<file path="config.mk">
export PLATFORM = sky130hd
export DESIGN_NAME = glob_acc_seq_ctrl_flat
export DESIGN_NICKNAME = d
export VERILOG_FILES = /design/src/rtl/glob_acc_seq_ctrl_if.sv /design/src/rtl/glob_acc_seq_ctrl.sv /design/src/flat_wrapper.sv
export SDC_FILE = /design/constraint.sdc
export NUM_CORES = 1
export LEC_CHECK = 0
export CAP_MARGIN = 20
export CORE_ASPECT_RATIO = 0.75
export CORE_MARGIN = 1.5
export CORE_UTILIZATION = 47
export DETAILED_ROUTE_END_ITERATION = 16
export GPL_TIMING_DRIVEN = 0
export PLACE_DENSITY = 0.82
export REMOVE_ABC_BUFFERS = 1
export SETUP_SLACK_MARGIN = 0.4
export SLEW_MARGIN = 20
export SYNTH_ARGS = -nofsm -noshare
export SYNTH_HDL_FRONTEND = slang
export SYNTH_SLANG_ARGS = --single-unit
export TNS_END_PERCENT = 30
</file>
<file path="constraint.sdc">
create_clock -name CLK -period 2.45 [get_ports CLK]
set_input_delay 0.49 -clock CLK [delete_from_list [all_inputs] [get_ports CLK]]
set_output_delay 0.49 -clock CLK [all_outputs]
set_load 0.01 [all_outputs]
</file>
<file path="src/rtl/glob_acc_seq_ctrl_if.sv">
// Bundle of configuration, control and strobe signals between the layer-config
// side and the global-accumulator control sequencer.
// The slave modport is the sequencer; the master modport is the config/pipe side.
//
// Handshake rules:
//   start     - one-cycle request. It is taken only while busy is low. busy rises
//               the cycle after acceptance and falls in the cycle done pulses.
//   stall     - level back-pressure with no ready pairing. Any cycle it is high
//               freezes sequencing, and no latch or row-end strobe follows that cycle.
//   pipe_done - one-cycle return pulse per row. It is always accepted and never
//               back-pressured.
interface glob_acc_seq_ctrl_if #(
  parameter int ROW_W = 6,
  parameter int ACC_W = 8,
  parameter int THR_W = 16
);
  // control and configuration
  logic             start;
  logic             cfg_dense;
  logic [ROW_W-1:0] cfg_rows;
  logic [ACC_W-1:0] cfg_acc_len;
  logic [THR_W-1:0] cfg_et_thr;
  logic             stall;
  logic             pipe_done;

  // pipe strobes
  logic [ROW_W-1:0] ROW_INDEX;
  logic             RowIndex_Update;
  logic             BnkCtr_Clr;
  logic             BnkCtr_Latch;
  logic             GlbCtr_Latch;
  logic             MxPl_Sparse_Clr;
  logic             MxPl_Sparse_Latch;
  logic             MxPl_Dense_Clr;
  logic             MxPl_Dense_Latch;
  logic             ET_L1_Clr;
  logic             ET_L1_En;
  logic             ET_L3_En;
  logic             ET_Thr_Latch;
  logic [THR_W-1:0] ET_THRESHOLD;
  logic             busy;
  logic             done;

  // debug visibility of sequencer state and outstanding-row count
  logic [2:0]       state_dbg;
  logic [ROW_W:0]   outstanding_dbg;

  modport master (
    output start, cfg_dense, cfg_rows, cfg_acc_len, cfg_et_thr, stall, pipe_done,
    input  ROW_INDEX, RowIndex_Update, BnkCtr_Clr, BnkCtr_Latch, GlbCtr_Latch,
           MxPl_Sparse_Clr, MxPl_Sparse_Latch, MxPl_Dense_Clr, MxPl_Dense_Latch,
           ET_L1_Clr, ET_L1_En, ET_L3_En, ET_Thr_Latch, ET_THRESHOLD, busy, done,
           state_dbg, outstanding_dbg
  );

  modport slave (
    input  start, cfg_dense, cfg_rows, cfg_acc_len, cfg_et_thr, stall, pipe_done,
    output ROW_INDEX, RowIndex_Update, BnkCtr_Clr, BnkCtr_Latch, GlbCtr_Latch,
           MxPl_Sparse_Clr, MxPl_Sparse_Latch, MxPl_Dense_Clr, MxPl_Dense_Latch,
           ET_L1_Clr, ET_L1_En, ET_L3_En, ET_Thr_Latch, ET_THRESHOLD, busy, done,
           state_dbg, outstanding_dbg
  );
endinterface

</file>
<file path="src/rtl/glob_acc_seq_ctrl.sv">
// Global-accumulator control sequencer. It issues the per-layer clear,
// accumulate, latch, row-index and early-termination strobes, and it counts
// rows still in flight in the pipe until their compute_done pulses return.
// Optional feature macro: GLACC_SEQ_ET_EN. When this macro is defined, the
// ET strobes and ET_THRESHOLD are generated. When it is not defined, they stay 0.
//
// Every output is registered. The decision taken at a clock edge, from the
// current state and the inputs sampled there, appears on the outputs in the
// next cycle. The state register names the phase whose decision comes next:
// SETUP while the clear strobes are visible, ROW_END while the last latch of
// a row is visible, and so on. This gives start -> first BnkCtr_Latch in two
// cycles, and done one cycle after the final pipe_done.
module glob_acc_seq_ctrl #(
  parameter int ROW_W = 6,
  parameter int ACC_W = 8,
  parameter int THR_W = 16
) (
  input  logic                CLK,
  input  logic                RESET,
  glob_acc_seq_ctrl_if.slave  bus
);

`ifdef GLACC_SEQ_ET_EN
  localparam logic ET_ON = 1'b1;
`else
  localparam logic ET_ON = 1'b0;
`endif

  localparam int OUT_W = ROW_W + 1;
  localparam logic [OUT_W-1:0] OUT_MAX = {1'b1, {ROW_W{1'b0}}};

  typedef enum logic [2:0] {
    IDLE    = 3'd0,
    SETUP   = 3'd1,
    ACC     = 3'd2,
    ROW_END = 3'd3,
    DRAIN   = 3'd4
  } state_t;

  state_t           state;
  logic             dense_q;
  logic [ROW_W-1:0] rows_q;
  logic [ACC_W-1:0] acc_last_q;
  logic [ACC_W-1:0] acc_cnt;
  logic [OUT_W-1:0] outstanding;

  logic             pd_live;
  logic             row_fire;
  logic [OUT_W-1:0] out_next;

  // Outstanding-row bookkeeping: a row end adds one, a pipe_done removes one.
  // Both in the same cycle cancel out. The count saturates at the top and floors at 0.
  always_comb begin
    pd_live  = bus.pipe_done && (state != IDLE);
    row_fire = (state == ROW_END) && !bus.stall;
    out_next = outstanding;
    if (row_fire && !pd_live) begin
      if (outstanding != OUT_MAX) out_next = outstanding + OUT_W'(1);
    end else if (!row_fire && pd_live) begin
      if (outstanding != '0) out_next = outstanding - OUT_W'(1);
    end
  end

  // Sequencer FSM with registered strobes. Pulse outputs default low each cycle.
  always_ff @(posedge CLK) begin
    if (RESET) begin
      state                 <= IDLE;
      dense_q               <= 1'b0;
      rows_q                <= '0;
      acc_last_q            <= '0;
      acc_cnt               <= '0;
      outstanding           <= '0;
      bus.ROW_INDEX         <= '0;
      bus.RowIndex_Update   <= 1'b0;
      bus.BnkCtr_Clr        <= 1'b0;
      bus.BnkCtr_Latch      <= 1'b0;
      bus.GlbCtr_Latch      <= 1'b0;
      bus.MxPl_Sparse_Clr   <= 1'b0;
      bus.MxPl_Sparse_Latch <= 1'b0;
      bus.MxPl_Dense_Clr    <= 1'b0;
      bus.MxPl_Dense_Latch  <= 1'b0;
      bus.ET_L1_Clr         <= 1'b0;
      bus.ET_L1_En          <= 1'b0;
      bus.ET_L3_En          <= 1'b0;
      bus.ET_Thr_Latch      <= 1'b0;
      bus.ET_THRESHOLD      <= '0;
      bus.busy              <= 1'b0;
      bus.done              <= 1'b0;
    end else begin
      bus.RowIndex_Update   <= 1'b0;
      bus.BnkCtr_Clr        <= 1'b0;
      bus.BnkCtr_Latch      <= 1'b0;
      bus.GlbCtr_Latch      <= 1'b0;
      bus.MxPl_Sparse_Clr   <= 1'b0;
      bus.MxPl_Sparse_Latch <= 1'b0;
      bus.MxPl_Dense_Clr    <= 1'b0;
      bus.MxPl_Dense_Latch  <= 1'b0;
      bus.ET_L1_Clr         <= 1'b0;
      bus.ET_L1_En          <= 1'b0;
      bus.ET_L3_En          <= 1'b0;
      bus.ET_Thr_Latch      <= 1'b0;
      bus.done              <= 1'b0;
      outstanding           <= out_next;

      case (state)
        IDLE: begin
          if (bus.start) begin
            dense_q               <= bus.cfg_dense;
            rows_q                <= bus.cfg_rows;
            // An accumulate length of 0 runs as a single cycle.
            acc_last_q            <= (bus.cfg_acc_len == '0) ? '0
                                     : bus.cfg_acc_len - ACC_W'(1);
            acc_cnt               <= '0;
            bus.BnkCtr_Clr        <= 1'b1;
            bus.MxPl_Dense_Clr    <= bus.cfg_dense;
            bus.MxPl_Sparse_Clr   <= !bus.cfg_dense;
            bus.ET_L1_Clr         <= ET_ON;
            bus.ET_Thr_Latch      <= ET_ON;
            bus.ET_THRESHOLD      <= ET_ON ? bus.cfg_et_thr : '0;
            bus.ROW_INDEX         <= '0;
            bus.RowIndex_Update   <= 1'b1;
            bus.busy              <= 1'b1;
            state                 <= SETUP;
          end
        end

        // SETUP's strobes are already on the wires. This edge is the first accumulate decision.
        SETUP, ACC: begin
          if (!bus.stall) begin
            bus.BnkCtr_Latch <= 1'b1;
            bus.ET_L1_En     <= ET_ON;
            if (acc_cnt == acc_last_q) begin
              acc_cnt <= '0;
              state   <= ROW_END;
            end else begin
              acc_cnt <= acc_cnt + ACC_W'(1);
              state   <= ACC;
            end
          end else begin
            state <= ACC;
          end
        end

        ROW_END: begin
          if (!bus.stall) begin
            bus.MxPl_Dense_Latch  <= dense_q;
            bus.MxPl_Sparse_Latch <= !dense_q;
            bus.GlbCtr_Latch      <= !dense_q;
            bus.ET_L3_En          <= ET_ON;
            bus.BnkCtr_Clr        <= 1'b1;
            if (bus.ROW_INDEX == rows_q) begin
              state <= DRAIN;
            end else begin
              bus.ROW_INDEX       <= bus.ROW_INDEX + ROW_W'(1);
              bus.RowIndex_Update <= 1'b1;
              state               <= ACC;
            end
          end
        end

        // Finish as soon as the count, including this cycle's pipe_done, reaches zero.
        DRAIN: begin
          if (out_next == '0) begin
            bus.done <= 1'b1;
            bus.busy <= 1'b0;
            state    <= IDLE;
          end
        end

        default: state <= IDLE;
      endcase
    end
  end

  // Debug taps, both driven straight from registers.
  assign bus.state_dbg       = state;
  assign bus.outstanding_dbg = outstanding;

endmodule
</file>
<file path="src/flat_wrapper.sv">
// flat-port wrapper written by rule: the top's interface ports become plain ports
module glob_acc_seq_ctrl_flat 
#(
  parameter int ROW_W = 6,
  parameter int ACC_W = 8,
  parameter int THR_W = 16
)
  (CLK, RESET, bus_start, bus_cfg_dense, bus_cfg_rows, bus_cfg_acc_len, bus_cfg_et_thr, bus_stall, bus_pipe_done, bus_ROW_INDEX, bus_RowIndex_Update, bus_BnkCtr_Clr, bus_BnkCtr_Latch, bus_GlbCtr_Latch, bus_MxPl_Sparse_Clr, bus_MxPl_Sparse_Latch, bus_MxPl_Dense_Clr, bus_MxPl_Dense_Latch, bus_ET_L1_Clr, bus_ET_L1_En, bus_ET_L3_En, bus_ET_Thr_Latch, bus_ET_THRESHOLD, bus_busy, bus_done, bus_state_dbg, bus_outstanding_dbg);
  glob_acc_seq_ctrl_if #(.ROW_W(ROW_W), .ACC_W(ACC_W), .THR_W(THR_W)) bus_i ();
  input  logic CLK;
  input  logic RESET;
  input wire logic [$bits(bus_i.start)-1:0] bus_start;
  input wire logic [$bits(bus_i.cfg_dense)-1:0] bus_cfg_dense;
  input wire logic [$bits(bus_i.cfg_rows)-1:0] bus_cfg_rows;
  input wire logic [$bits(bus_i.cfg_acc_len)-1:0] bus_cfg_acc_len;
  input wire logic [$bits(bus_i.cfg_et_thr)-1:0] bus_cfg_et_thr;
  input wire logic [$bits(bus_i.stall)-1:0] bus_stall;
  input wire logic [$bits(bus_i.pipe_done)-1:0] bus_pipe_done;
  output wire logic [$bits(bus_i.ROW_INDEX)-1:0] bus_ROW_INDEX;
  output wire logic [$bits(bus_i.RowIndex_Update)-1:0] bus_RowIndex_Update;
  output wire logic [$bits(bus_i.BnkCtr_Clr)-1:0] bus_BnkCtr_Clr;
  output wire logic [$bits(bus_i.BnkCtr_Latch)-1:0] bus_BnkCtr_Latch;
  output wire logic [$bits(bus_i.GlbCtr_Latch)-1:0] bus_GlbCtr_Latch;
  output wire logic [$bits(bus_i.MxPl_Sparse_Clr)-1:0] bus_MxPl_Sparse_Clr;
  output wire logic [$bits(bus_i.MxPl_Sparse_Latch)-1:0] bus_MxPl_Sparse_Latch;
  output wire logic [$bits(bus_i.MxPl_Dense_Clr)-1:0] bus_MxPl_Dense_Clr;
  output wire logic [$bits(bus_i.MxPl_Dense_Latch)-1:0] bus_MxPl_Dense_Latch;
  output wire logic [$bits(bus_i.ET_L1_Clr)-1:0] bus_ET_L1_Clr;
  output wire logic [$bits(bus_i.ET_L1_En)-1:0] bus_ET_L1_En;
  output wire logic [$bits(bus_i.ET_L3_En)-1:0] bus_ET_L3_En;
  output wire logic [$bits(bus_i.ET_Thr_Latch)-1:0] bus_ET_Thr_Latch;
  output wire logic [$bits(bus_i.ET_THRESHOLD)-1:0] bus_ET_THRESHOLD;
  output wire logic [$bits(bus_i.busy)-1:0] bus_busy;
  output wire logic [$bits(bus_i.done)-1:0] bus_done;
  output wire logic [$bits(bus_i.state_dbg)-1:0] bus_state_dbg;
  output wire logic [$bits(bus_i.outstanding_dbg)-1:0] bus_outstanding_dbg;
  assign bus_i.start = bus_start;
  assign bus_i.cfg_dense = bus_cfg_dense;
  assign bus_i.cfg_rows = bus_cfg_rows;
  assign bus_i.cfg_acc_len = bus_cfg_acc_len;
  assign bus_i.cfg_et_thr = bus_cfg_et_thr;
  assign bus_i.stall = bus_stall;
  assign bus_i.pipe_done = bus_pipe_done;
  assign bus_ROW_INDEX = bus_i.ROW_INDEX;
  assign bus_RowIndex_Update = bus_i.RowIndex_Update;
  assign bus_BnkCtr_Clr = bus_i.BnkCtr_Clr;
  assign bus_BnkCtr_Latch = bus_i.BnkCtr_Latch;
  assign bus_GlbCtr_Latch = bus_i.GlbCtr_Latch;
  assign bus_MxPl_Sparse_Clr = bus_i.MxPl_Sparse_Clr;
  assign bus_MxPl_Sparse_Latch = bus_i.MxPl_Sparse_Latch;
  assign bus_MxPl_Dense_Clr = bus_i.MxPl_Dense_Clr;
  assign bus_MxPl_Dense_Latch = bus_i.MxPl_Dense_Latch;
  assign bus_ET_L1_Clr = bus_i.ET_L1_Clr;
  assign bus_ET_L1_En = bus_i.ET_L1_En;
  assign bus_ET_L3_En = bus_i.ET_L3_En;
  assign bus_ET_Thr_Latch = bus_i.ET_Thr_Latch;
  assign bus_ET_THRESHOLD = bus_i.ET_THRESHOLD;
  assign bus_busy = bus_i.busy;
  assign bus_done = bus_i.done;
  assign bus_state_dbg = bus_i.state_dbg;
  assign bus_outstanding_dbg = bus_i.outstanding_dbg;
  glob_acc_seq_ctrl #(.ROW_W(ROW_W), .ACC_W(ACC_W), .THR_W(THR_W)) u_core (.CLK(CLK), .RESET(RESET), .bus(bus_i));
endmodule
</file>
## Word level (Yosys, flattened, before mapping)

Index checks and enable logic that the tools add are counted.

| operators by class | value |
|---|---|
| reduce and logical (&&, ||, !) cells | 27 |
| add/sub/neg operators | 5 |
| equality and inequality tests | 12 |
| multiplexer cells | 30 |
| bitwise logic cells | 5 |

Operators with widths:

| cell | count |
|---|---|
| two-way mux 8 bit | 4 |
| two-way mux 7 bit | 4 |
| two-way mux 6 bit | 3 |
| one-hot mux 8 bit (2 select lines) | 1 |
| two-way mux 3 bit | 4 |
| one-hot mux 3 bit (4 select lines) | 1 |
| one-hot mux 6 bit (2 select lines) | 1 |
| two-way mux 1 bit | 9 |
| AND reduction 3 bit | 3 |
| adder 8 x 1 -> 8 bit (second input constant) | 1 |
| equality test 8 bit | 1 |
| logical NOT 8 bit | 1 |
| inequality test 2 bit (second input constant) | 4 |
| subtractor 8 x 1 -> 8 bit (second input constant) | 1 |
| adder 7 x 1 -> 7 bit (second input constant) | 1 |
| logical NOT 7 bit | 1 |
| inequality test 7 bit (second input constant) | 1 |
| nonzero test 7 bit | 1 |
| subtractor 7 x 1 -> 7 bit (second input constant) | 1 |
| adder 6 x 1 -> 6 bit (second input constant) | 1 |
| equality test 3 x 2 -> 1 bit (second input constant) | 2 |
| equality test 6 bit | 1 |
| one-hot mux 1 bit (2 select lines) | 3 |
| nonzero test 2 bit | 3 |
| other kinds (12) | 26 |

| word-level totals | value |
|---|---|
| bits of input ports | 36 |
| flip-flop bits (word level) | 48 |

## Logic depth before layout (Yosys ltp)

Gate-level depths: netlist (run 1).

| logic depth | value |
|---|---|
| depth in word-level cells | 9 |
| mapped depth | 8 |
| gate-level depth less buffers | 8 |

## Worst setup path after synthesis (run 1)

Ideal clock, no wire load.

| path | value |
|---|---|
| path kind | reg2reg |
| start point | register u_core.outstanding[0] (netlist: u_core.bus.outstanding_dbg[0]) |
| end point | register u_core.bus.done |
| cell stages (with the launch flop) | 9 |
| path slack | 304 ps |
| arrival time | 2030 ps |
| cell sequence | dfxtp_1 -> inv_1 -> ha_1 -> nor2b_1 -> nand2_2 -> nand2_1 -> o311ai_0 -> nor3_1 -> and3_1 |

| between the ends | value |
|---|---|
| cells in the longest elaborated chain, start to end | 6 |

Ends and longest elaborated chain:

| what | line | source |
|---|---|---|
| from (decl) | glob_acc_seq_ctrl.sv:45 | `logic [OUT_W-1:0] outstanding;` |
| from (signal assigned) | glob_acc_seq_ctrl.sv:103 | `outstanding <= out_next;` |
| subtractor 7 x 1 -> 7 bit / nonzero test 7 bit (equally long branches) | glob_acc_seq_ctrl.sv:60 | `if (outstanding != '0) out_next = outstanding - OUT_W'(1);` |
| two-way mux 7 bit | glob_acc_seq_ctrl.sv:60 |  |
| two-way mux 7 bit | glob_acc_seq_ctrl.sv:59 | `end else if (!row_fire && pd_live) begin` |
| two-way mux 7 bit * | glob_acc_seq_ctrl.sv:57 | `if (row_fire && !pd_live) begin` |
| logical NOT 7 bit * | glob_acc_seq_ctrl.sv:163 | `if (out_next == '0) begin` |
| two-way mux 1 bit * | glob_acc_seq_ctrl.sv:163 |  |
| to (signal assigned) | glob_acc_seq_ctrl.sv:88 | `bus.done <= 1'b0;` |
| to (signal assigned) | glob_acc_seq_ctrl.sv:102 | `bus.done <= 1'b0;` |
| to (signal assigned) | glob_acc_seq_ctrl.sv:164 | `bus.done <= 1'b1;` |
| to (decl) | glob_acc_seq_ctrl_if.sv:60 | `ET_L1_Clr, ET_L1_En, ET_L3_En, ET_Thr_Latch, ET_THRESHOLD, busy, done,` |

Mark *: on every way between the ends. The rest lies on a longest branch, timed or not.
A chain may end at the register's enable or synchronous reset.

## Worst setup path in the final report (run 1)

| path | value |
|---|---|
| start point | input port bus_pipe_done |
| end point | register u_core.bus.done |

| between the ends | value |
|---|---|
| cells in the longest elaborated chain, start to end | 6 |

Ends and longest elaborated chain:

| what | line | source |
|---|---|---|
| from (decl) | flat_wrapper.sv:18 | `input wire logic [$bits(bus_i.pipe_done)-1:0] bus_pipe_done;` |
| logical AND 1 bit * | glob_acc_seq_ctrl.sv:54 | `pd_live = bus.pipe_done && (state != IDLE);` |
| logical AND 1 bit / logical NOT 1 bit (equally long branches) | glob_acc_seq_ctrl.sv:59, glob_acc_seq_ctrl.sv:57 |  |
| two-way mux 7 bit / logical AND 1 bit (equally long branches) | glob_acc_seq_ctrl.sv:59, glob_acc_seq_ctrl.sv:57 |  |
| two-way mux 7 bit * | glob_acc_seq_ctrl.sv:57 |  |
| logical NOT 7 bit * | glob_acc_seq_ctrl.sv:163 |  |
| two-way mux 1 bit * | glob_acc_seq_ctrl.sv:163 |  |

Marked as above.

==> out/results.txt, run 1 <==
Largest area contributor in the synthesized netlist: sky130_fd_sc_hd__dfxtp_1. The register area share after synthesis came out at 0.355. From synthesis to final layout, the design area changed by 26.6%. For the register-to-register path setup slack, the log shows 0.41 ns. The class of the most critical hold timing path is reg -> reg. 82 I/O pins were placed. The pin count of the biggest net entering global routing was 41.

The worst register-to-register path ends at u_core.bus.busy. In this run, the number of DRC markers left after iteration 0 of detailed routing was 204. The count of flip-flops with a built-in enable after synthesis works out to 0.

IR analysis of the VDD net gives a maximum drop of 0.266 mV. Setup repair after global routing could not meet its margin everywhere. Walking the worst path, the cells encountered are clkdlybuf4s15_2, and2_2, a21o_4, and4_2, a221oi_2, and4_4, and3_1.

In this run the standard cell core region covers 0.00544 mm2. The number of buffer and inverter instances along the worst setup path was 1; the cell depth of the worst hold path was 1. The proportion of layout cells with a drive suffix above 1 was 0.182. The final period demand of the worst path came out at 2.04 ns. The tool flagged a number of max-cap violations equal to 0.

Counting distinct cell types in the post-synthesis netlist gives 58. The die height is 68.7 um, and the share of the core filled with cells is 0.631. The cell with the largest stage delay on the worst path is sky130_fd_sc_hd__a221oi_2. The detailed placement HPWL is 4180 um.

The top flip-flop cell by instance count after synthesis is sky130_fd_sc_hd__dfxtp_1. The share of the clock period used by the worst path works out to 0.833. The clock-pin slew reported for the worst setup and hold paths after clock tree synthesis was 0.09 ns. The flow ran to the end, and the final reports show no timing, DRC or antenna violations. On the final layout, the worst clock skew is 0.00788 ns.

The number of nets still failing antenna checks after routing was 0; the number of port buffers was 45. The die footprint came out at 0.00623 mm2. The tools report the worst min-delay path endpoint as u_core.bus.GlbCtr_Latch.

On the worst path, the slowest cell contributes a delay of 0.32 ns. TritonCTS built the clock tree. The tools report the start point of the worst min-delay path as u_core.dense_q. The number of antenna diodes in the final layout is 0.

For the worst setup path, the data required time is 2.70 ns. The area share of the largest cell type after synthesis was 0.355; the pre-CTS setup slack was -0.465 ns. The number of antenna violations at the first check in global routing is 0, and the worst-skew pair later-pin latency is 0.31 ns. Count of cells along the worst register-to-register path: 7. The global placement routability congestion came out at 0.967. Total DRC errors in the routed layout: 0. In this run the worst path has a maximum fanout of 9. For this run, the number of Yosys warnings is 0.

Static timing analysis puts the maximum clock frequency at 490 MHz. The logs give 2 for the H-tree depth and 309 for the instance count of the mapped netlist. The via-per-instance ratio was 5.36. Post-synthesis async set-or-reset flop share: 0. STA classifies the critical path endpoint as a flip-flop. The total count of hold-check failures in the final report came out at 0. Among cell families on the critical path, the largest total delay comes from simple AND/OR/NAND/NOR gates. The number of buffers inserted by hold repair at cts is 0, and the mean cell area of the mapped netlist is 8.77 um2.

The logs give 0.498 for the initial cell density of the core and 0.00271 mm2 for the mapped cell area. The routed design has 6530 um of wire. The power per cell area came out at 542 mW/mm2.

In this run the static leakage power is 1.31 nW. Clock root buffer: sky130_fd_sc_hd__clkbuf_8. Data arrives at the worst endpoint at 2.29 ns.

Setup violations remaining at the end of the flow were counted as 0. Yosys attributes the largest share of cell area to sky130_fd_sc_hd__dfxtp_1, sky130_fd_sc_hd__xor2_1, sky130_fd_sc_hd__buf_4. In the final timing run, aggregate negative setup slack is 0 ns.

STA classifies the critical path startpoint as a primary input. The worst register-to-register path begins at u_core.bus.outstanding_dbg[4]. The worst setup path is of the in -> reg kind.

For this run, the detailed router's first-pass iteration total came to 4. The total overflow left after global routing is 0. The synthesis-stage register bit count is 48.

The max-slew violation count is 0, and the clock buffer count from CTS is 5. For the pin with the worst max-slew slack, the measured transition is 0.739 ns. The number of global-route vias before repair is 2,055, and the routed wire length per instance is 15.1 um.

After the last flow step, the layout net total stands at 398. The run gives 2 as the number of buffers on the longest clock path. The headroom to the max-slew limit came out at 0.507. Across all setup checks in the final design, the least slack found is 0.408 ns. The final route contains 2,315 vias. The logs give 48 for the number of sinks on the clock net and 0.198 for the global router's overall resource usage. The floorplan has 23 rows.

The first global-routing pass estimated 9680 um of wire. The die is 90.7 um wide.
placed cells by master, fill, tap and decap left out, types with 4 or more instances in the layout:
cell type,Yosys,final
sky130_fd_sc_hd__a21oi_1,17,15
sky130_fd_sc_hd__a22oi_1,8,8
sky130_fd_sc_hd__and3_1,5,5
sky130_fd_sc_hd__buf_4,24,11
sky130_fd_sc_hd__clkbuf_8,0,5
sky130_fd_sc_hd__clkdlybuf4s50_1,0,42
sky130_fd_sc_hd__conb_1,1,20
sky130_fd_sc_hd__dfxtp_1,48,39
sky130_fd_sc_hd__dfxtp_2,0,6
sky130_fd_sc_hd__ha_1,6,4
sky130_fd_sc_hd__inv_1,7,5
sky130_fd_sc_hd__nand2_1,28,27
sky130_fd_sc_hd__nand2b_1,4,4
sky130_fd_sc_hd__nand4_1,6,6
sky130_fd_sc_hd__nor2_1,34,33
sky130_fd_sc_hd__nor3_1,15,14
sky130_fd_sc_hd__xnor2_1,13,13
sky130_fd_sc_hd__xor2_1,21,21
power by group:
| part | internal, mW | switching (mW) | total, mW |
|---|---|---|---|
| sequential | 0.824 | 0.0565 | 0.881 |
| clock | 0.199 | 0.279 | 0.479 |
| combinational | 0.226 | 0.275 | 0.501 |
| total | 1.25 | 0.610 | 1.86 |
cell families (layout without fill, tap and decap cells):
kind of cell    Yosys count  after routing  share of synthesized area
mux                       2              2                    0.00739
buf+inv                  42             71                      0.101
xor+xnor                 34             34                      0.110
flops                    48             48                      0.355
other cells               1             20                    0.00138
simple gates            123            123                      0.249
fa+ha+maj                 6              6                     0.0277
compound gates           53             53                      0.149
cells in the mapped netlist, types with 3 or more instances:
master,n
sky130_fd_sc_hd__a22oi_1,8
sky130_fd_sc_hd__inv_1,7
sky130_fd_sc_hd__nor4_1,3
sky130_fd_sc_hd__ha_1,6
sky130_fd_sc_hd__dfxtp_1,48
sky130_fd_sc_hd__nand3b_1,3
sky130_fd_sc_hd__a21oi_1,17
sky130_fd_sc_hd__o21ai_0,3
sky130_fd_sc_hd__nand3_1,3
sky130_fd_sc_hd__buf_4,24
sky130_fd_sc_hd__nor3_1,15
sky130_fd_sc_hd__nand4_1,6
sky130_fd_sc_hd__and3_1,5
sky130_fd_sc_hd__nor2_1,34
sky130_fd_sc_hd__nor3b_1,4
sky130_fd_sc_hd__clkbuf_1,6
sky130_fd_sc_hd__nand2_1,28
sky130_fd_sc_hd__xnor2_1,13
sky130_fd_sc_hd__nor2b_1,4
sky130_fd_sc_hd__xor2_1,21
sky130_fd_sc_hd__nand2b_1,4
layout make-up:
type,instances,area [um2]
clock buffer,5,68.8
clock inverter,3,18.8
fill,434,2010
inverter,7,31.3
multi-input combinational,238,1710
sequential,48,980
tap,75,93.8
timing repair buffer,56,524
registers in the layout, indices dropped and copies added (netlist names):
name                         cells
u_core.acc_cnt                   8
u_core.acc_last_q                8
u_core.bus.BnkCtr_Clr            1
u_core.bus.BnkCtr_Latch          1
u_core.bus.GlbCtr_Latch          1
u_core.bus.MxPl_Dense_Clr        1
u_core.bus.MxPl_Dense_Latch      1
u_core.bus.MxPl_Sparse_Clr       1
u_core.bus.ROW_INDEX             6
u_core.bus.RowIndex_Update       1
u_core.bus.busy                  1
u_core.bus.done                  1
u_core.bus.outstanding_dbg       7
u_core.bus.state_dbg             3
u_core.dense_q                   1
u_core.rows_q                    6
how the worst max path moves through the flow:
stage	slack, ns	cells after the start	end	startpoint
floorplan	0.30	8	u_core.bus.done	u_core.bus.outstanding_dbg[0]
global placement	-0.41	7	u_core.bus.busy	bus_stall
detailed placement	-0.46	7	u_core.bus.done	bus_stall
CTS	0.38	6	u_core.bus.ROW_INDEX[3]	bus_start
global route	0.32	7	u_core.bus.state_dbg[2]	u_core.bus.outstanding_dbg[4]
finish	0.41	7	u_core.bus.done	bus_pipe_done
layer usage:
| metal | GRT usage | part of all wire | wire [um] | vias up |
|---|---|---|---|---|
| met5 | 0 | 0 | 0 | - |
| met4 | 0.0615 | 0.014 | 93 | 0 |
| met3 | 0.0450 | 0.072 | 470 | 13 |
| met2 | 0.320 | 0.48 | 3110 | 104 |
| met1 | 0.266 | 0.44 | 2860 | 1061 |
| li1 | - | - | - | 1137 |
metrics by stage:
stage	std cells	total power [mW]	area, um2	hold slack (ns)
floorplan	293	1.15	2530	0.412
global placement	413	1.29	3080	0.428
detailed placement	413	1.30	3070	0.431
CTS	426	1.79	3260	0.442
global route	432	1.94	3430	0.448
finish	432	1.86	3430	0.444
what timing repair did:
item,CTS,global route
pin swaps,3,4
resized for setup,20,30
endpoints found under the setup margin,23,18
setup buffers,5,6
(Power assumes the default switching activity.)
==> run 2: changes to the inputs <==
- clock period: 2.45 -> 2.11 ns (I/O delays scaled with it)
==> run 2 against run 1 <==
Die area is the same. Combinational power grew 28%. Hold slack lost 0.0055 ns. Non-clock buffer count grew 16. Sequential power grew 16%. Worst setup slack lost 0.30 ns. Largest cell class unchanged. Sequential share of layout area shrank 1.3 points.
==> out/results.txt, run 2 (synthesis results as in run 1) <==
For the H-tree depth, the log shows 2. TritonCTS built the clock tree. The power per cell area is 607 mW/mm2. The tools report the type of element launching the critical path as a flip-flop. For this run, design rule violations remaining after detail routing come to 0.

The maximum clock frequency came out at 500 MHz. In the layout the commonest cells are sky130_fd_sc_hd__clkdlybuf4s50_1, sky130_fd_sc_hd__dfxtp_1, sky130_fd_sc_hd__nor2_1. The peak per-stage delay on the critical path was 0.39 ns; the clock buffer count from CTS was 5. Across the whole layout, storage elements account for 997 um2. The floorplan die width was 90.7 um.

Summing all placed instances gives a cell area of 0.00307 mm2. Kind of cell with the highest combined delay on the critical path: simple AND/OR/NAND/NOR gates. The number of violations reported at the end of detailed-routing iteration 0 was 174; the number of sinks on the clock net was 48. The analysis attributes to cell leakage a power of 1.44 nW. The flow ran to the end, and the final reports show no timing, DRC or antenna violations.

The worst hold path begins at u_core.dense_q. For this block, the routed nets add up to 7350 um of wire. The total count of hold-check failures in the final report is 0. The initial cell density of the core was 0.498; the number of buffer and inverter instances along the worst setup path was 1.

Once placement completed, the tool counted placed cells totaling 413. The share of the clock period used by the worst path is 0.948, and the worst endpoint data arrival time is 2.26 ns. The maximum fanout along the worst path was 4.

Entering global routing, the biggest net connects 41 pins. The worst setup path is of the reg -> reg kind. The actual slew at the worst max-slew pin came out at 0.715 ns.

The number of nets still failing antenna checks after routing was 0. The number of port buffers is 45. The total overflow left after global routing is 0. For the row count, the log shows 23.

After routing, the total negative slack on setup checks comes to 0 ns. STA classifies the critical path endpoint as a flip-flop. The logs give 0.00544 mm2 for the total core area and 4180 um for the detailed placement HPWL. Setup repair after global routing could not meet its margin everywhere. Data on the critical path is required at its endpoint by 2.37 ns. After detailed routing, the number of vias per cell comes to 5.45.

The global placement routability congestion was 0.967. The number of global-route vias before repair came out at 2,268. Worst flop-to-flop path startpoint: u_core.bus.outstanding_dbg[3]. The proportion of layout cells with a drive suffix above 1 works out to 0.267. Detailed-routing iteration count for the pre-antenna-repair pass: 4. The worst hold path belongs to the class reg -> reg. Timing analysis after detailed placement gives a worst setup slack of -0.737 ns.

The clock arrives with 0.00602 ns of skew. In the final routed layout, each cell accounts on average for 16.4 um. IR analysis of the VDD net gives a maximum drop of 0.315 mV. In this run the clock root is driven by a sky130_fd_sc_hd__clkbuf_8. For the worst flop-to-flop path, the logic depth is 6. The longest clock path from root to sink contains 2 buffers. The run gives 0.523 as the headroom to the max-slew limit. Number of buffers inserted by hold repair at cts: 0. The slowest stage of the critical path belongs to the cell sky130_fd_sc_hd__a221oi_2. The repair_antennas step left the layout with diodes totalling 0.

Walking the worst path, the cells encountered are nor4_4, buf_4, a311oi_4, a221oi_2, and4_4, and3_4. After clock tree synthesis, the clock-pin slew on the worst setup and hold paths is 0.09 ns. Setup violations remaining at the end of the flow were counted as 0. The floorplan step set the die height to 68.7 um. The tools report the total of max-cap violations as 0. The global router's overall resource usage is 0.225. The tools report the die footprint as 0.00623 mm2. Clock latency on the worst-skew pair, taken at its later pin, is 0.31 ns. In the post-route analysis, the smallest setup slack over all paths is 0.110 ns. Leaving out filler cells and counting taps, the final layout contains 449.

The top-level port count is 82, and the total via count in the routed design is 2,449. The filler cells instantiated in the layout total 399. Layout overhead on the synthesized area: 35.1%.

The first global-routing pass estimated 10,800 um of wire. The final period demand of the worst path works out to 2.00 ns. The critical path starts at u_core.bus.outstanding_dbg[3]. The max-slew violation count was 0; the number of nets in the layout was 415. The number of cells on the critical path is 6, and the total non-filler cell area in the finished layout is 0.00366 mm2. The cell depth of the worst hold path was 1; the area of the multi-input gates was 0.00178 mm2.

Number of antenna violations at the first check in global routing: 0.
[run 2: cell count changes in the layout (fill, tap and decap cells not counted), sizes merged]
cell and delta:
clkdlybuf4s15 +1, clkdlybuf4s50 -5, buf +16, clkbuf -1, or2 +1, dlymetal6s2s +5
[run 2: power by group]
part	internal [mW]	switching (mW)	total (mW)
Clock	0.232	0.329	0.561
Sequential	0.953	0.0652	1.02
Combinational	0.297	0.346	0.643
Total	1.48	0.740	2.22
[run 2: worst paths after layout]
path                             endpoint  slack [ns]
setup reg to reg          u_core.bus.done        0.11
hold reg to reg   u_core.bus.GlbCtr_Latch        0.44
setup / recovery          u_core.bus.done        0.11
hold / removal    u_core.bus.GlbCtr_Latch        0.44
[run 2: layout make-up]
class	instances	share of cell area
inverter	7	0.00855
multi-input combinational	239	0.487
tap	75	0.0256
sequential	48	0.272
clock buffer	5	0.0188
timing repair buffer	72	0.182
clock inverter	3	0.00513
[run 2: worst register-to-register path, stage by stage, from the launching register on]
cell and delay (ns):
sky130_fd_sc_hd__dfxtp_4 0.38, sky130_fd_sc_hd__nor4_4 0.36, sky130_fd_sc_hd__buf_4 0.21, sky130_fd_sc_hd__a311oi_4 0.14, sky130_fd_sc_hd__a221oi_2 0.39, sky130_fd_sc_hd__and4_4 0.29
sky130_fd_sc_hd__and3_4 0.18
[run 2: layer usage]
metal,up-vias,part of all wire,global-route usage,routed length (um)
met5,-,0,0,0
met4,0,0.026,0.0893,191
met3,17,0.075,0.0647,548
met2,117,0.46,0.384,3340
met1,1139,0.44,0.273,3260
li1,1176,-,-,-
[run 2: metrics by stage]
| step | power [mW] | hold slack [ns] | utilization |
|---|---|---|---|
| 2_1_floorplan | 1.34 | 0.412 | - |
| 3_3_place_gp | 1.49 | 0.428 | 0.566 |
| 3_5_place_dp | 1.51 | 0.431 | 0.565 |
| 4_1_cts | 2.13 | 0.442 | 0.642 |
| 5_1_grt | 2.31 | 0.449 | 0.673 |
| 6_report | 2.22 | 0.438 | 0.673 |
[run 2: what timing repair did]
item	4_1_cts	5_1_grt
gates resized for setup	55	27
endpoints found under the hold margin	0	0
pin swaps	12	15
endpoints found under the setup margin	48	55
setup buffers	21	6
cloned	0	1
==> run 3: changes to the inputs <==
- GPL_ROUTABILITY_DRIVEN: not set -> 0
==> run 3 against run 2 <==
Cell area increased by 2.9%. Worst setup slack improved by 0.0040 ns. Critical path depth increased by 1. Hold slack improved by 0.015 ns. Sequential share of layout area decreased by 0.86 points. Cell count increased by 1.6%. Non-clock buffer count increased by 7. Critical endpoint unchanged. Largest cell class unchanged. Largest power group unchanged.
==> out/results.txt, run 3 (synthesis results as in run 1) <==
The flow ran to the end, and the final reports show no timing, DRC or antenna violations. The tools report the number of global-route vias before repair as 2,217. The number of cells on the worst reg-to-reg path is 7. Across the VDD grid, the largest voltage drop is 0.366 mV.

Share of the clock period used by the worst path: 0.946. The tools report the die footprint as 0.00623 mm2. Cell depth of the worst hold path: 1. In the final routed layout, each cell accounts on average for 17.9 um. STA classifies the critical path endpoint as a flip-flop. Critical setup path kind: reg -> reg. The logs give 0.220 for the global router's overall resource usage and 0.30 ns for the worst-skew pair later-pin latency. The static leakage power was 1.50 nW. On the worst path, the slowest cell contributes a delay of 0.48 ns.

The number of violations reported at the end of detailed-routing iteration 0 is 282, and the die height is 68.7 um. For the pin count of the biggest net entering global routing, the log shows 41. Traced cell by cell, the critical path runs through ha_4, nand3_4, or4_4, o211ai_1, o211a_1, and4_4, and3_4.

The power per cell area was 664 mW/mm2. The logs give 0 for the number of buffers inserted by hold repair at cts and 0 for the total count of hold-check failures in the final report. The logs give 4140 um for the detailed placement HPWL and 82 for the top-level port count. The run gives 501 MHz as the maximum clock frequency. The number of clock buffers added by TritonCTS is 5. For the pin with the worst max-slew slack, the measured transition is 0.737 ns. The tools report the total core area as 0.00544 mm2.

For the global route total overflow, the log shows 0. The logs give 0.692 for the share of the core filled with cells and 0.498 for the initial cell density of the core. After layout, the worst setup slack is 0.114 ns. Buffers placed on the I/O ports in this run total 45. The tools report the total via count in the routed design as 2,622. TritonCTS built the clock tree. After detailed routing, the number of remaining DRC violations is 0. The library cells used most frequently in the layout, excluding fill and tap cells, are sky130_fd_sc_hd__clkdlybuf4s50_1, sky130_fd_sc_hd__dfxtp_1, sky130_fd_sc_hd__nor2_1, sky130_fd_sc_hd__buf_4, sky130_fd_sc_hd__nand2_1.

Counting I/O delays and the setup requirement, the final critical path takes 2.00 ns. OpenSTA, run right after detailed placement, puts the worst setup slack at -0.674 ns. After the flow finishes, the layout carries non-filler instances totaling 456.

The total of max-cap violations is 0. Proportion of layout cells with a drive suffix above 1: 0.276. In this run the horizontal extent of the chip is 90.7 um.

The initialized floorplan defines 23 standard-cell rows. The tools report the clock root buffer as sky130_fd_sc_hd__clkbuf_8. The number of antenna violations at the first check in global routing is 0, and the maximum fanout along the worst path is 4. The detailed-routing iteration count for the pre-antenna-repair pass is 7. The total of endpoints with negative setup slack in the final report is 0. The clock tree synthesis step divided the H-tree into 2 levels.

The max-slew violation count was 0. The tools report the cell count after placement as 413. The worst setup path is launched from a flip-flop.

The tools report the first-pass GRT wire length as 10,800 um. The class of the most critical hold timing path was reg -> reg. For the worst setup path, the data arrival time is 2.24 ns. The headroom to the max-slew limit was 0.508.

Clock-pin slew was measured on the worst setup and hold paths at 0.09 ns. The logs give 2.36 ns for the data required time of the worst path and 2 for the number of buffers on the longest clock path. The count of nets left with antenna violations once routing finished came out at 0.

The tools report the worst flop-to-flop path startpoint as u_core.bus.outstanding_dbg[0]. Setup repair after global routing could not meet its margin everywhere. Cell with the largest stage delay on the worst path: sky130_fd_sc_hd__or4_4. The clock net in this run drives a total of 48 sinks. Compared with the post-synthesis result, the final layout area differs by 39.0%. Adding up every negative setup slack in the final design gives 0 ns. The final layout contains 422 nets. Using the TritonRoute via totals, the vias-per-cell ratio works out to 5.75. Across all hold checks on the routed design, the worst slack comes to 0.453 ns.

0 antenna diodes ended up in the layout. In this run the worst setup path begins at u_core.bus.outstanding_dbg[0]. The setup skew after layout was 0.00850 ns; the final routed wirelength across all metal layers was 8150 um.

The startpoint identified for the worst hold timing path is u_core.dense_q.
[run 3: worst paths after layout]
check	to	slack, ns
setup / recovery	u_core.bus.done	0.11
hold / removal	u_core.bus.GlbCtr_Latch	0.45
setup reg to reg	u_core.bus.done	0.11
hold reg to reg	u_core.bus.GlbCtr_Latch	0.45
[run 3: report_power, final]
group / switching [mW] / internal [mW]
Sequential: 0.0652 / 0.954
Clock: 0.322 / 0.477
Combinational: 0.374 / 0.309
[run 3: what timing repair did]
action                                  CTS  global route
gates cloned                              0             1
setup buffers                            25             9
gates resized for setup                  51            34
pin swaps                                 9            18
endpoints found under the setup margin   49            54
[run 3: worst max-delay path, delay by kind of cell, from the launching register on]
family                     cells  cell delay (ns)
and+or+nand+nor                4             0.98
AOI/OAI and AO/OA              2             0.36
DFF                            1             0.42
adders and majority gates      1             0.17
[run 3: metal layers]
layer | GRT usage | part of all wire
met4 | 0.0893 | 0.031
met5 | 0 | 0
met2 | 0.369 | 0.47
met3 | 0.0515 | 0.072
met1 | 0.278 | 0.42
[run 3: final cells by class]
class	instances	area [um2]
clock buffers	5	68.8
clock inverters	3	68.8
fillers	352	1670
inverters	7	38.8
multi-input cells	239	1790
flip-flops and latches	48	993
well taps	75	93.8
repair buffers	79	714
[run 3: per-stage QoR]
stage	instance area, um2	power (mW)
global route	3760	2.58
finish	3760	2.50
global placement	3080	1.49
detailed placement	3070	1.50
CTS	3560	2.39
floorplan	2530	1.34
